==> config.mk <==
export PLATFORM = sky130hd
export DESIGN_NAME = uart_rx_sipo
export DESIGN_NICKNAME = d
export VERILOG_FILES = /design/src/rtl/uart_rx_sipo.sv
export SDC_FILE = /design/constraint.sdc
export NUM_CORES = 1
export LEC_CHECK = 0
export ABC_AREA = 1
export BUFFER_PORTS_ARGS = -buffer_cell sky130_fd_sc_hd__clkbuf_2
export CAP_MARGIN = 30
export CORE_MARGIN = 8
export CORE_UTILIZATION = 25
export CTS_BUF_LIST = sky130_fd_sc_hd__clkbuf_8
export DETAILED_ROUTE_END_ITERATION = 8
export GPL_ROUTABILITY_DRIVEN = 0
export GPL_TIMING_DRIVEN = 0
export PLACE_DENSITY = 0.41
export SLEW_MARGIN = 30
export SYNTH_ARGS = -nofsm -noshare
export SYNTH_HDL_FRONTEND = slang
export SYNTH_SLANG_ARGS = --single-unit
==> constraint.sdc <==
create_clock -name clk -period 2.41 [get_ports clk]
set_input_delay 0.3615 -clock clk [delete_from_list [all_inputs] [get_ports clk]]
set_output_delay 0.3615 -clock clk [all_outputs]
set_load 0.05 [all_outputs]
==> src/rtl/uart_rx_sipo.sv <==
//------------------------------------------------------------------------------
// Module  : uart_rx_sipo
// Brief   : UART receive front end: line sync, start validation, mid-bit
//           sampling and assembly of the 11-bit {stop,parity,data,start} frame.
// Revision: 1.0
//------------------------------------------------------------------------------
`default_nettype none

module uart_rx_sipo #(
    parameter int OVERSAMPLE  = 16,
    parameter int SYNC_STAGES = 2
) (
    input  logic        clk,
    input  logic        rst_n,
    input  logic        baud_tick,
    input  logic        rx_serial,
    input  logic        rx_enable,
    output logic [10:0] data_parll,
    output logic        recieved_flag,
    output logic        frame_err,
    output logic        busy
);

    localparam int TW = (OVERSAMPLE > 1) ? $clog2(OVERSAMPLE) : 1;
    localparam logic [TW-1:0] HALF_M1 = TW'(OVERSAMPLE / 2 - 1);
    localparam logic [TW-1:0] LAST    = TW'(OVERSAMPLE - 1);

    typedef enum logic [1:0] {
        IDLE  = 2'd0,
        START = 2'd1,
        SHIFT = 2'd2,
        DONE  = 2'd3
    } state_t;

    state_t                 state, state_n;
    logic [SYNC_STAGES-1:0] sync_q;
    logic                   rx_s;
    logic [TW-1:0]          tick_cnt, tick_n;
    logic [3:0]             bit_cnt, bit_n;
    logic [10:0]            shift_q, shift_n;
    logic                   armed, armed_n;

    // Flops preset to the idle level so a reset never looks like a start edge.
    always_ff @(posedge clk) begin
        if (!rst_n) begin
            sync_q <= '1;
        end else begin
            sync_q <= {sync_q[SYNC_STAGES-2:0], rx_serial};
        end
    end

    assign rx_s = sync_q[SYNC_STAGES-1];

    always_ff @(posedge clk) begin
        if (!rst_n) begin
            state    <= IDLE;
            tick_cnt <= '0;
            bit_cnt  <= '0;
            shift_q  <= '0;
            armed    <= 1'b0;
        end else begin
            state    <= state_n;
            tick_cnt <= tick_n;
            bit_cnt  <= bit_n;
            shift_q  <= shift_n;
            armed    <= armed_n;
        end
    end

    always_comb begin
        state_n = state;
        tick_n  = tick_cnt;
        bit_n   = bit_cnt;
        shift_n = shift_q;
        armed_n = 1'b0;
        case (state)
            IDLE: begin
                armed_n = armed | rx_s;
                // armed blocks a held-low (break) line from retriggering.
                if (rx_enable && armed && !rx_s) begin
                    state_n = START;
                    tick_n  = '0;
                    armed_n = 1'b0;
                end
            end
            START: begin
                if (baud_tick) begin
                    if (tick_cnt == HALF_M1) begin
                        tick_n = '0;
                        if (!rx_s) begin
                            shift_n = {rx_s, shift_q[10:1]};
                            bit_n   = 4'd1;
                            state_n = SHIFT;
                        end else begin
                            state_n = IDLE;
                        end
                    end else begin
                        tick_n = tick_cnt + 1'b1;
                    end
                end
            end
            SHIFT: begin
                if (baud_tick) begin
                    if (tick_cnt == LAST) begin
                        tick_n  = '0;
                        shift_n = {rx_s, shift_q[10:1]};
                        bit_n   = bit_cnt + 4'd1;
                        if (bit_cnt == 4'd10) begin
                            state_n = DONE;
                        end
                    end else begin
                        tick_n = tick_cnt + 1'b1;
                    end
                end
            end
            default: begin
                state_n = IDLE;
            end
        endcase
        if (!rx_enable) begin
            state_n = IDLE;
        end
    end

    always_ff @(posedge clk) begin
        if (!rst_n) begin
            data_parll    <= '0;
            recieved_flag <= 1'b0;
            frame_err     <= 1'b0;
        end else begin
            recieved_flag <= 1'b0;
            if (state == DONE && rx_enable) begin
                data_parll    <= shift_q;
                frame_err     <= ~shift_q[10];
                recieved_flag <= 1'b1;
            end
        end
    end

    assign busy = (state != IDLE);

endmodule

`default_nettype wire
==> results of run 1 <==
## placed cells by master, fill, tap and decap left out, drive strengths merged
cell type,netlist,layout
nor2,55,55
dfxtp,37,37
nand2,32,32
o21ai,29,29
clkbuf,4,27
inv,22,22
a21oi,11,11
nand3,9,9
ha,8,8
xor2,3,3
buf,3,3
or2,2,2
clkinv,0,1
bufinv,0,1
## cells by family (layout without fill, tap and decap cells)
logic type,Yosys count,count (layout),share of synthesized area (%)
AO/OA/AOI/OAI,40,40,12.6
XOR/XNOR,3,3,1.66
adder cells (fa/ha/maj),8,8,6.31
buffers and inverters,29,54,7.81
flip-flops,37,37,46.7
AND/OR/NAND/NOR,98,98,24.9
## worst paths after layout
kind	endpoint	slack, ps	depth (start not counted)
max	bit_cnt[0]$_SDFFE_PN0P_	480	11
min	sync_q[0]$_SDFF_PN1_	260	2
max reg2reg	bit_cnt[0]$_SDFFE_PN0P_	480	11
min reg2reg	sync_q[1]$_SDFF_PN1_	420	1
## synth_stat cells
cell | instances | area, sq um
inv_1 | 21 | 78.8
clkbuf_1 | 4 | 15.0
nand2_2 | 1 | 6.26
inv_2 | 1 | 3.75
nor2_4 | 1 | 11.3
dfxtp_1 | 37 | 741
buf_6 | 2 | 22.5
buf_1 | 1 | 3.75
nor2_1 | 54 | 203
ha_1 | 8 | 100
nand2_1 | 31 | 116
xor2_1 | 3 | 26.3
or2_2 | 2 | 12.5
nand3_1 | 9 | 45.0
a21oi_1 | 11 | 55.1
o21ai_0 | 29 | 145
## metrics by stage
stage / utilization (%) / area [sq um]
6_report: 30.1 / 1880
5_1_grt: 30.1 / 1880
4_1_cts: 30.1 / 1880
3_5_place_dp: 28.4 / 1770
3_3_place_gp: 28.4 / 1770
2_1_floorplan: - / 1590
## sequential cells by signal, summed over array words and instances, names as in the netlist
| name | flops |
|---|---|
| recieved_flag | 1 |
| bit_cnt | 4 |
| tick_cnt | 4 |
| sync_q | 2 |
| shift_q | 11 |
| data_parll | 11 |
| armed | 1 |
| frame_err | 1 |
| state | 2 |
## routing by layer
layer / up-vias / GRT usage (%) / routed length [microns]
met3: 4 / 2.44 / 150
met4: 0 / 2.69 / 40
met5: - / 0 / 0
li1: 718 / - / -
met2: 19 / 12.8 / 1510
met1: 587 / 9.77 / 1720
## power by group through the flow
stage	logic, mW	clock network [mW]	registers (mW)
final	0.0361	0.516	0.619
after global routing	0.0420	0.561	0.619
after CTS	0.0372	0.539	0.618
after detailed placement	0.0372	0	0.633
after global placement	0.0369	0	0.633
after floorplan	0.0231	0	0.632
## area by class of cell
| class | count | area [sq um] | share of cell area, % |
|---|---|---|---|
| Sequential cell | 37 | 741 | 39.5 |
| Multi-Input combinational cell | 149 | 721 | 38.4 |
| Tap cell | 77 | 96.3 | 5.14 |
| Timing Repair Buffer | 18 | 90.1 | 4.80 |
| Inverter | 22 | 82.6 | 4.40 |
| Clock buffer | 5 | 68.8 | 3.67 |
| Buffer | 7 | 41.3 | 2.20 |
| Clock inverter | 2 | 35.0 | 1.87 |
==> results.md, run 1 <==
* Avg Inst Size Synth at 7.37 sq um
* Cell mode on critical path: nand2_1
* PD cells at 624 nW/um^2
* PostCTS Resize Cnt at 0
* First-pass GRT wire length at 5710 microns
* Layout Skew at 6.20 ps
* Overall power at 1.17 mW
* Clock power frac at 44.1%
* GRT Residual Overflow at 0
* Placed wire-length estimate at 2550 microns
* Number of core rows at 29
* Largest net degree at the start of global routing at 12
* Hold Crit Class: in -> reg
* Syn. warnings at 0
* Setup bufs post-CTS at 0
* Post-layout min period at 1930 ps
* FF-to-FF Start: state[0]$_SDFFE_PN0P_
* Final cell count without fillers at 317
* Switching power at 242 uW
* Clk_lat worst skew at 280 ps
* Final net count at 253
* CTS tree: yes
* Flop pwr share at 52.8%
* Maximum VDD drop at 247 uV
* Internal power at 928 uW
* Crit path from: state[0]$_SDFFE_PN0P_
* Worst slack, placed at 459 ps
* Worst setup margin at 477 ps
* Antenna Cells at 0
* Placed Cells at 310
* Slew HR at 61.7%
* Crit share post-route at 80.2%
* Setup TNS at 0 ps
* Worst-Margin Slew at 575 ps
* Fin. max-slew vios at 0
* Initial antenna violation count at 0
* Via count at 1328
* Layout cells sized above 1 at 13.3%
* Setup violations, final at 0
* Status: completed
* Synth Instances at 215
* Worst EP required at 2550 ps
* Die area at 9150 sq um
* Slowest CP cell: dfxtp_1
* Logic pwr share at 3.1%
* Initial DRC count at 45
* Cell Chain, Critical Path: inv_1 -> ha_1 -> inv_1 -> nand2_1 -> nand2_1 -> nand2_2 -> nor2_4 -> inv_2 -> buf_6 -> nand2_1 -> a21oi_1
* Distinct cells, synth at 16
* CP Launch Type: register
* TritonCTS Sinks at 37
* Residual DRC count at 0
* Syn_nets at 228
* Max frequency at 0.517 GHz
* CP max stage delay at 460 ps
* Routed WL at 3420 microns
* Drt via density at 4.19
* Worst-path fanout max at 10
* Min-delay src: rx_serial
* Seq/Total Area, Yosys at 46.7%
* CTS Hold Bufs at 0
* RSZ-0062 raised after global routing: false
* GRT Util Overall at 7.93%
* Initial Util at 25.4%
* CP endpoint kind: register
* TritonCTS Buffers at 5
* Post-route ant nets at 0
* WP data arrival at 2080 ps
* H-tree Lvls at 2
* P&R area growth vs syn at 18.3%
* CTS clk-pin slew, worst paths at 80 ps
* Crit Path Category: reg -> reg
* Cell Area, Synth at 1590 sq um
* Final hold violation count at 0
* Die W at 95.6 microns
* Seq cells post-synth at 37
* Die Y at 95.6 microns
* Number of global-route vias before repair at 1242
* Worst path bufs/invs at 4
* Max_cap viols at 0
* Crit path max-delay family: simple AND/OR/NAND/NOR gates
* Min Hold Slack at 264 ps
* Ports at 19
* PortBufs at 18
* Clk buf depth at 2
* Core Region at 6240 sq um
* TritonRoute pass-1 iters at 4
* Leak Pwr at 0.838 nW
* FILL cells at 698
* Clock root buffer: clkbuf_8
* Wire per inst at 10.8 microns
* Switching share of power at 20.7%
(Power assumes the default switching activity.)
==> inputs of run 2 (changes only) <==
--- a/config.mk
+++ b/config.mk
@@ -5,7 +5,7 @@
 export SDC_FILE = /design/constraint.sdc
 export NUM_CORES = 1
 export LEC_CHECK = 0
-export ABC_AREA = 1
+export ABC_AREA = 0
 export BUFFER_PORTS_ARGS = -buffer_cell sky130_fd_sc_hd__clkbuf_2
 export CAP_MARGIN = 30
 export CORE_MARGIN = 8
==> constraint.sdc (replaced) <==
create_clock -name clk -period 1.9 [get_ports clk]
set_input_delay 0.285 -clock clk [delete_from_list [all_inputs] [get_ports clk]]
set_output_delay 0.285 -clock clk [all_outputs]
set_load 0.05 [all_outputs]
==> run 2 against run 1 <==
Against the previous run:
- register-to-register slack worse by 440 ps
- routed wire length up 14%
- setup slack worse by 440 ps
- critical path depth down 4
- sequential power up 26%
- combinational power up 12%
- sequential share of layout area down 2.9 points
- flip-flop and latch count unchanged
- die area up 2.1%
- clock power up 31%
- cell count down 8.5%
- via count up 1.9%
==> results.md, run 2 <==
* Hold path depth at 2
* Slowest CP cell: or4b_4
* Antenna Cells at 0
* Area contributors post-synth: dfxtp_1 (46%), mux2i_1 (7.4%), nand2_1 (6.5%)
* Via count at 1353
* WP data arrival at 2020 ps
* Switching share of power at 21.2%
* Worst path bufs/invs at 2
* Status: completed
* Setup TNS at 0 ps
* Switching power at 317 uW
* Die area at 9340 sq um
* Slew HR at 62.9%
* RSZ-0062 raised after global routing: true
* Wire per inst at 13.5 microns
* Yosys top cell by area: dfxtp_1
* R2R depth at 7
* TritonRoute pass-1 iters at 4
* Drt via density at 4.67
* Seq/Total Area, Yosys at 45.6%
* Async set or reset register ratio after synthesis at 0%
* Synth Instances at 177
* Clk buf depth at 2
* Die Y at 96.6 microns
* Count leader, synth: dfxtp_1
* Post-layout min period at 1860 ps
* Post-route ant nets at 0
* Cell Area, Synth at 1630 sq um
* Initial Util at 25.7%
* Commonest non-fill, non-tap cell in the layout: dfxtp_1
* H-tree Lvls at 2
* Top flop regs: data_parll (11), shift_q (11)
* FF-to-FF Start: state[0]$_SDFFE_PN0P_
* Worst setup margin at 41.6 ps
* Reg2reg setup slack at 40 ps
* PD cells at 731 nW/um^2
* First-pass GRT wire length at 6660 microns
* P&R area growth vs syn at 25.8%
* Min-delay src: rx_serial
* Largest net degree at the start of global routing at 13
* Cell Chain, Critical Path: buf_6 -> ha_4 -> or4b_4 -> a21oi_4 -> buf_6 -> mux2i_1 -> nor2_1
* CP max stage delay at 480 ps
* PortBufs at 18
* GRT Util Overall at 8.48%
* Ys flop type: dfxtp_1
* Leak Pwr at 0.748 nW
* Worst-Margin Slew at 553 ps
* Clock root buffer: clkbuf_8
* Commonest cells post-synth: dfxtp_1 (37), nand2_1 (28), a21oi_1 (19)
* Crit Path Category: reg -> reg
* Number of core rows at 29
* Final hold violation count at 0
* Avg Inst Size Synth at 9.18 sq um
* Clk_lat worst skew at 290 ps
* TritonCTS Buffers at 5
* Seq cells post-synth at 37
* CP Launch Type: register
* Internal power at 1.18 mW
* Clock power frac at 45.2%
* Min-Delay Endpoint: sync_q[0]$_SDFF_PN1_
* Logic pwr share at 2.7%
* Die W at 96.6 microns
* CTS tree: yes
* Crit path max-delay family: simple AND/OR/NAND/NOR gates
* Setup violations, final at 0
* Crit share post-route at 97.8%
* TritonCTS Sinks at 37
* Maximum VDD drop at 312 uV
* Flop pwr share at 52.1%
* Syn. warnings at 0
* Max frequency at 0.538 GHz
* Routed WL at 3910 microns
* Yosys top cell area share at 45.6%
* Hold Crit Class: in -> reg
* Worst slack, placed at -235 ps
* Syn_nets at 190
* Reg-to-reg endpoint: shift_q[4]$_SDFFE_PN0P_
* Ports at 19
* CP endpoint kind: register
* Initial DRC count at 77
* GRT Residual Overflow at 0
* Worst-path fanout max at 5
* Residual DRC count at 0
* Core Region at 6310 sq um
* Layout cells sized above 1 at 25.8%
* Fin. max-slew vios at 0
* Most frequent cells in the layout: dfxtp_1 (35), nand2_1 (28), a21oi_1 (19)
* Number of global-route vias before repair at 1406
* Placed wire-length estimate at 2730 microns
* Layout Skew at 9.30 ps
* CTS clk-pin slew, worst paths at 80 ps
* Final net count at 225
* Distinct cells, synth at 37
* FILL cells at 700
* Worst EP required at 2060 ps
* Number of flops mapped to enable cells by yosys at 0
* Initial antenna violation count at 0
* Max_cap viols at 0
* Cell mode on critical path: buf_6
==> run 2: changes by cell type after synthesis, sizes merged, moves of 3 or more <==
cell	delta
nand2b	+3
inv	-16
nand3	-4
a211oi	+3
a21oi	+9
nand4	+3
mux2i	+12
nor2	-37
nand4b	+3
nand2	-4
xor2	-3
o21ai	-27
==> run 2: logic make-up after synthesis <==
family,after synthesis,share of synthesized area [%]
fa+ha+maj,8,6.16
compound gates,33,13.2
simple gates,73,22.3
buf+inv,12,4.23
mux,12,7.39
flops,37,45.6
xor+xnor,2,1.08
==> run 2: final cells by class <==
| class | count | area [sq um] | area share (%) |
|---|---|---|---|
| tap | 77 | 96.3 | 4.71 |
| multi-input combinational | 128 | 851 | 41.6 |
| sequential | 37 | 748 | 36.6 |
| clock inverter | 3 | 42.5 | 2.08 |
| inverter | 6 | 27.5 | 1.35 |
| buffer | 4 | 15.0 | 0.734 |
| clock buffer | 5 | 68.8 | 3.37 |
| timing repair buffer | 30 | 195 | 9.55 |
==> run 2: power by group through the flow <==
stage,sequential [mW],combinational (mW),clock [mW]
floorplan,0.798,0.0215,0
global placement,0.799,0.0391,0
detailed placement,0.799,0.0380,0
CTS,0.780,0.0404,0.703
global route,0.779,0.0452,0.735
finish,0.779,0.0406,0.676
==> run 2: timing repair <==
| item | in CTS | in global routing |
|---|---|---|
| pin swaps | 3 | 3 |
| endpoints found under the setup margin | 15 | 15 |
| setup buffers | 12 | 0 |
| endpoints found under the hold margin | 0 | 0 |
| gates cloned | 1 | 0 |
| hold buffers | 0 | 0 |
| gates resized for setup | 8 | 5 |
==> run 2: layer usage <==
layer  vias to the layer above  routed length, microns  GRT usage, %
met3                        10                     145          2.92
met2                        27                    1800          13.8
li1                        681                       -             -
met4                         0                      74          3.43
met5                         -                       0             0
met1                       635                    1880          9.93
==> run 2: how the worst max path moves through the flow <==
| stage | cells past startpoint | endpoint | startpoint |
|---|---|---|---|
| after floorplan | 8 | shift_q[9]$_SDFFE_PN0P_ | state[0]$_SDFFE_PN0P_ |
| after global placement | 7 | shift_q[6]$_SDFFE_PN0P_ | state[1]$_SDFFE_PN0P_ |
| after CTS | 8 | shift_q[4]$_SDFFE_PN0P_ | state[0]$_SDFFE_PN0P_ |
| after detailed placement | 7 | shift_q[4]$_SDFFE_PN0P_ | state[1]$_SDFFE_PN0P_ |
| after global routing | 7 | shift_q[7]$_SDFFE_PN0P_ | state[0]$_SDFFE_PN0P_ |
| final | 7 | shift_q[4]$_SDFFE_PN0P_ | state[0]$_SDFFE_PN0P_ |
==> run 2: worst reg2reg max path: cells and delay by family, from the launching register on <==
family / cells / cell delay, ps
muxes: 1 / 180
AOI/OAI and AO/OA: 1 / 240
adders and majority gates: 1 / 140
DFF: 1 / 370
buffers and inverters: 2 / 270
and+or+nand+nor: 2 / 530
==> run 2: per-stage QoR <==
stage	instances	hold slack [ps]	utilization (%)	total power, mW	cell area, sq um
finish	290	187	32.4	1.50	2040
global route	290	184	32.4	1.56	2040
CTS	292	176	32.8	1.52	2070
detailed placement	272	400	29.0	0.837	1830
global placement	272	413	29.0	0.838	1830
floorplan	177	358	-	0.819	1650
==> inputs of run 3 (changes only) <==
--- a/config.mk
+++ b/config.mk
@@ -14,7 +14,6 @@
 export DETAILED_ROUTE_END_ITERATION = 8
 export GPL_ROUTABILITY_DRIVEN = 0
 export GPL_TIMING_DRIVEN = 0
-export PLACE_DENSITY = 0.41
 export SLEW_MARGIN = 30
 export SYNTH_ARGS = -nofsm -noshare
 export SYNTH_HDL_FRONTEND = slang
==> run 3 against run 2 <==
Against the previous run:
- register-to-register slack lost 20 ps
- critical endpoint is now shift_q[7]$_SDFFE_PN0P_
- global-route usage down 0.50 points
- power up 2.0%
- hold slack lost 7.6 ps
- final area down 0.73%
- cell count down 0.69%
- critical path type unchanged
- via count up 0.52%
- routed wire length is 6.5% lower
- setup slack worse by 23 ps
- flip-flop and latch count unchanged
- sequential power about the same
- clock-buffer cell count grew 1
==> results.md, run 3 (synthesis results as in run 2) <==
* Die area at 9340 sq um
* Number of global-route vias before repair at 1420
* CTS tree: yes
* Final net count at 223
* Antenna Cells at 0
* Placed wire-length estimate at 2520 microns
* Core Util, Final at 32.1%
* Max frequency at 0.531 GHz
* FILL cells at 675
* Hold Crit Class: in -> reg
* P&R area growth vs syn at 24.9%
* Max_cap viols at 0
* Setup violations, final at 0
* Clock root buffer: clkbuf_8
* Layout Skew at 8.78 ps
* Setup TNS at 0 ps
* Leak Pwr at 0.744 nW
* TritonCTS Sinks at 37
* Worst EP required at 2070 ps
* WP data arrival at 2050 ps
* TritonRoute pass-1 iters at 4
* Top flop regs: data_parll (11), shift_q (11)
* Worst-Margin Slew at 523 ps
* Fin. max-slew vios at 0
* Most frequent cells in the layout: dfxtp_1 (35), nand2_1 (28), a21oi_1 (19)
* Drt via density at 4.72
* Wire per inst at 12.7 microns
* Clk buf depth at 2
* Post-layout min period at 1880 ps
* Die W at 96.6 microns
* Residual DRC count at 0
* DP Area at 1830 sq um
* H-tree Lvls at 2
* Routed WL at 3650 microns
* GRT Util Overall at 7.97%
* Overall power at 1.52 mW
* CTS clk-pin slew, worst paths at 80 ps
* Worst-path fanout max at 6
* Final hold violation count at 0
* Layout cells sized above 1 at 25.1%
* CP Launch Type: register
* Crit share post-route at 99.0%
* Crit path from: state[0]$_SDFFE_PN0P_
* Largest net degree at the start of global routing at 12
* Ports at 19
* Initial DRC count at 64
* Status: completed
* Die Y at 96.6 microns
* Clk_lat worst skew at 290 ps
* CP endpoint kind: register
* FF-to-FF Start: state[0]$_SDFFE_PN0P_
* GRT Residual Overflow at 0
* Commonest non-fill, non-tap cell in the layout: dfxtp_1
* PortBufs at 18
* Crit Path Category: reg -> reg
* Post-route ant nets at 0
* Initial antenna violation count at 0
* Slew HR at 65.1%
* Via count at 1360
* First-pass GRT wire length at 6490 microns
* Number of core rows at 29
* TritonCTS Buffers at 5
* Initial Util at 25.7%
* PD cells at 751 nW/um^2
* RSZ-0062 raised after global routing: true
* Min-delay src: rx_serial
* Core Region at 6310 sq um
* Maximum VDD drop at 469 uV
* Post-Layout Inst Area at 2030 sq um
[run 3: worst max-delay path: stages, from the launching register on]
cell and delay [ps]:
dfxtp_4 380, buf_6 100, ha_4 150, or4b_4 490
a21oi_4 230, buf_6 170, mux2i_1 190, nor2_1 50
[run 3: path summary, 6_finish.rpt]
check | endpoint | slack, ps | cells past startpoint
worst max-delay path | shift_q[7]$_SDFFE_PN0P_ | 20 | 7
worst min-delay path | sync_q[0]$_SDFF_PN1_ | 180 | 2
worst max register to register | shift_q[7]$_SDFFE_PN0P_ | 20 | 7
worst min register to register | sync_q[1]$_SDFF_PN1_ | 400 | 1
[run 3: area by class of cell]
cell class                 count  area [sq um]  area share, %
clock inverter                 2          33.8           1.66
clock buffer                   6          82.6           4.07
buffer                         4          15.0          0.740
timing repair buffer          28           176           8.69
inverter                       6          27.5           1.36
tap                           77          96.3           4.75
sequential                    37           748           36.9
multi-input combinational    128           850           41.9
[run 3: repair_timing]
item	4_1_cts	5_1_grt
hold buffers	0	0
resized for setup	9	3
gates cloned	1	0
pin swaps	4	3
setup endpoints to repair	18	15
buffers inserted	10	0
[run 3: through the flow]
stage / setup WS, ps / hold WS, ps / instances
after global placement: -224 / 397 / 272
after CTS: -14.6 / 175 / 290
after detailed placement: -225 / 391 / 272
after floorplan: -55.7 / 358 / 177
after global routing: -82.1 / 198 / 288
final: 18.2 / 179 / 288
[run 3: routing by layer]
| metal | wire [microns] | part of all wire [%] | track usage (%) | up-vias |
|---|---|---|---|---|
| li1 | - | - | - | 680 |
| met2 | 1670 | 46 | 12.9 | 27 |
| met5 | 0 | 0 | 0 | - |
| met1 | 1790 | 49 | 9.59 | 647 |
| met3 | 145 | 4.0 | 2.20 | 6 |
| met4 | 46 | 1.3 | 3.43 | 0 |
[run 3: where the power goes]
group	leakage [nW]	internal [mW]	switching, mW
Sequential	0.300	0.776	0.00294
Clock	0.0626	0.423	0.282
Combinational	0.381	0.0131	0.0271
Total	0.744	1.21	0.313
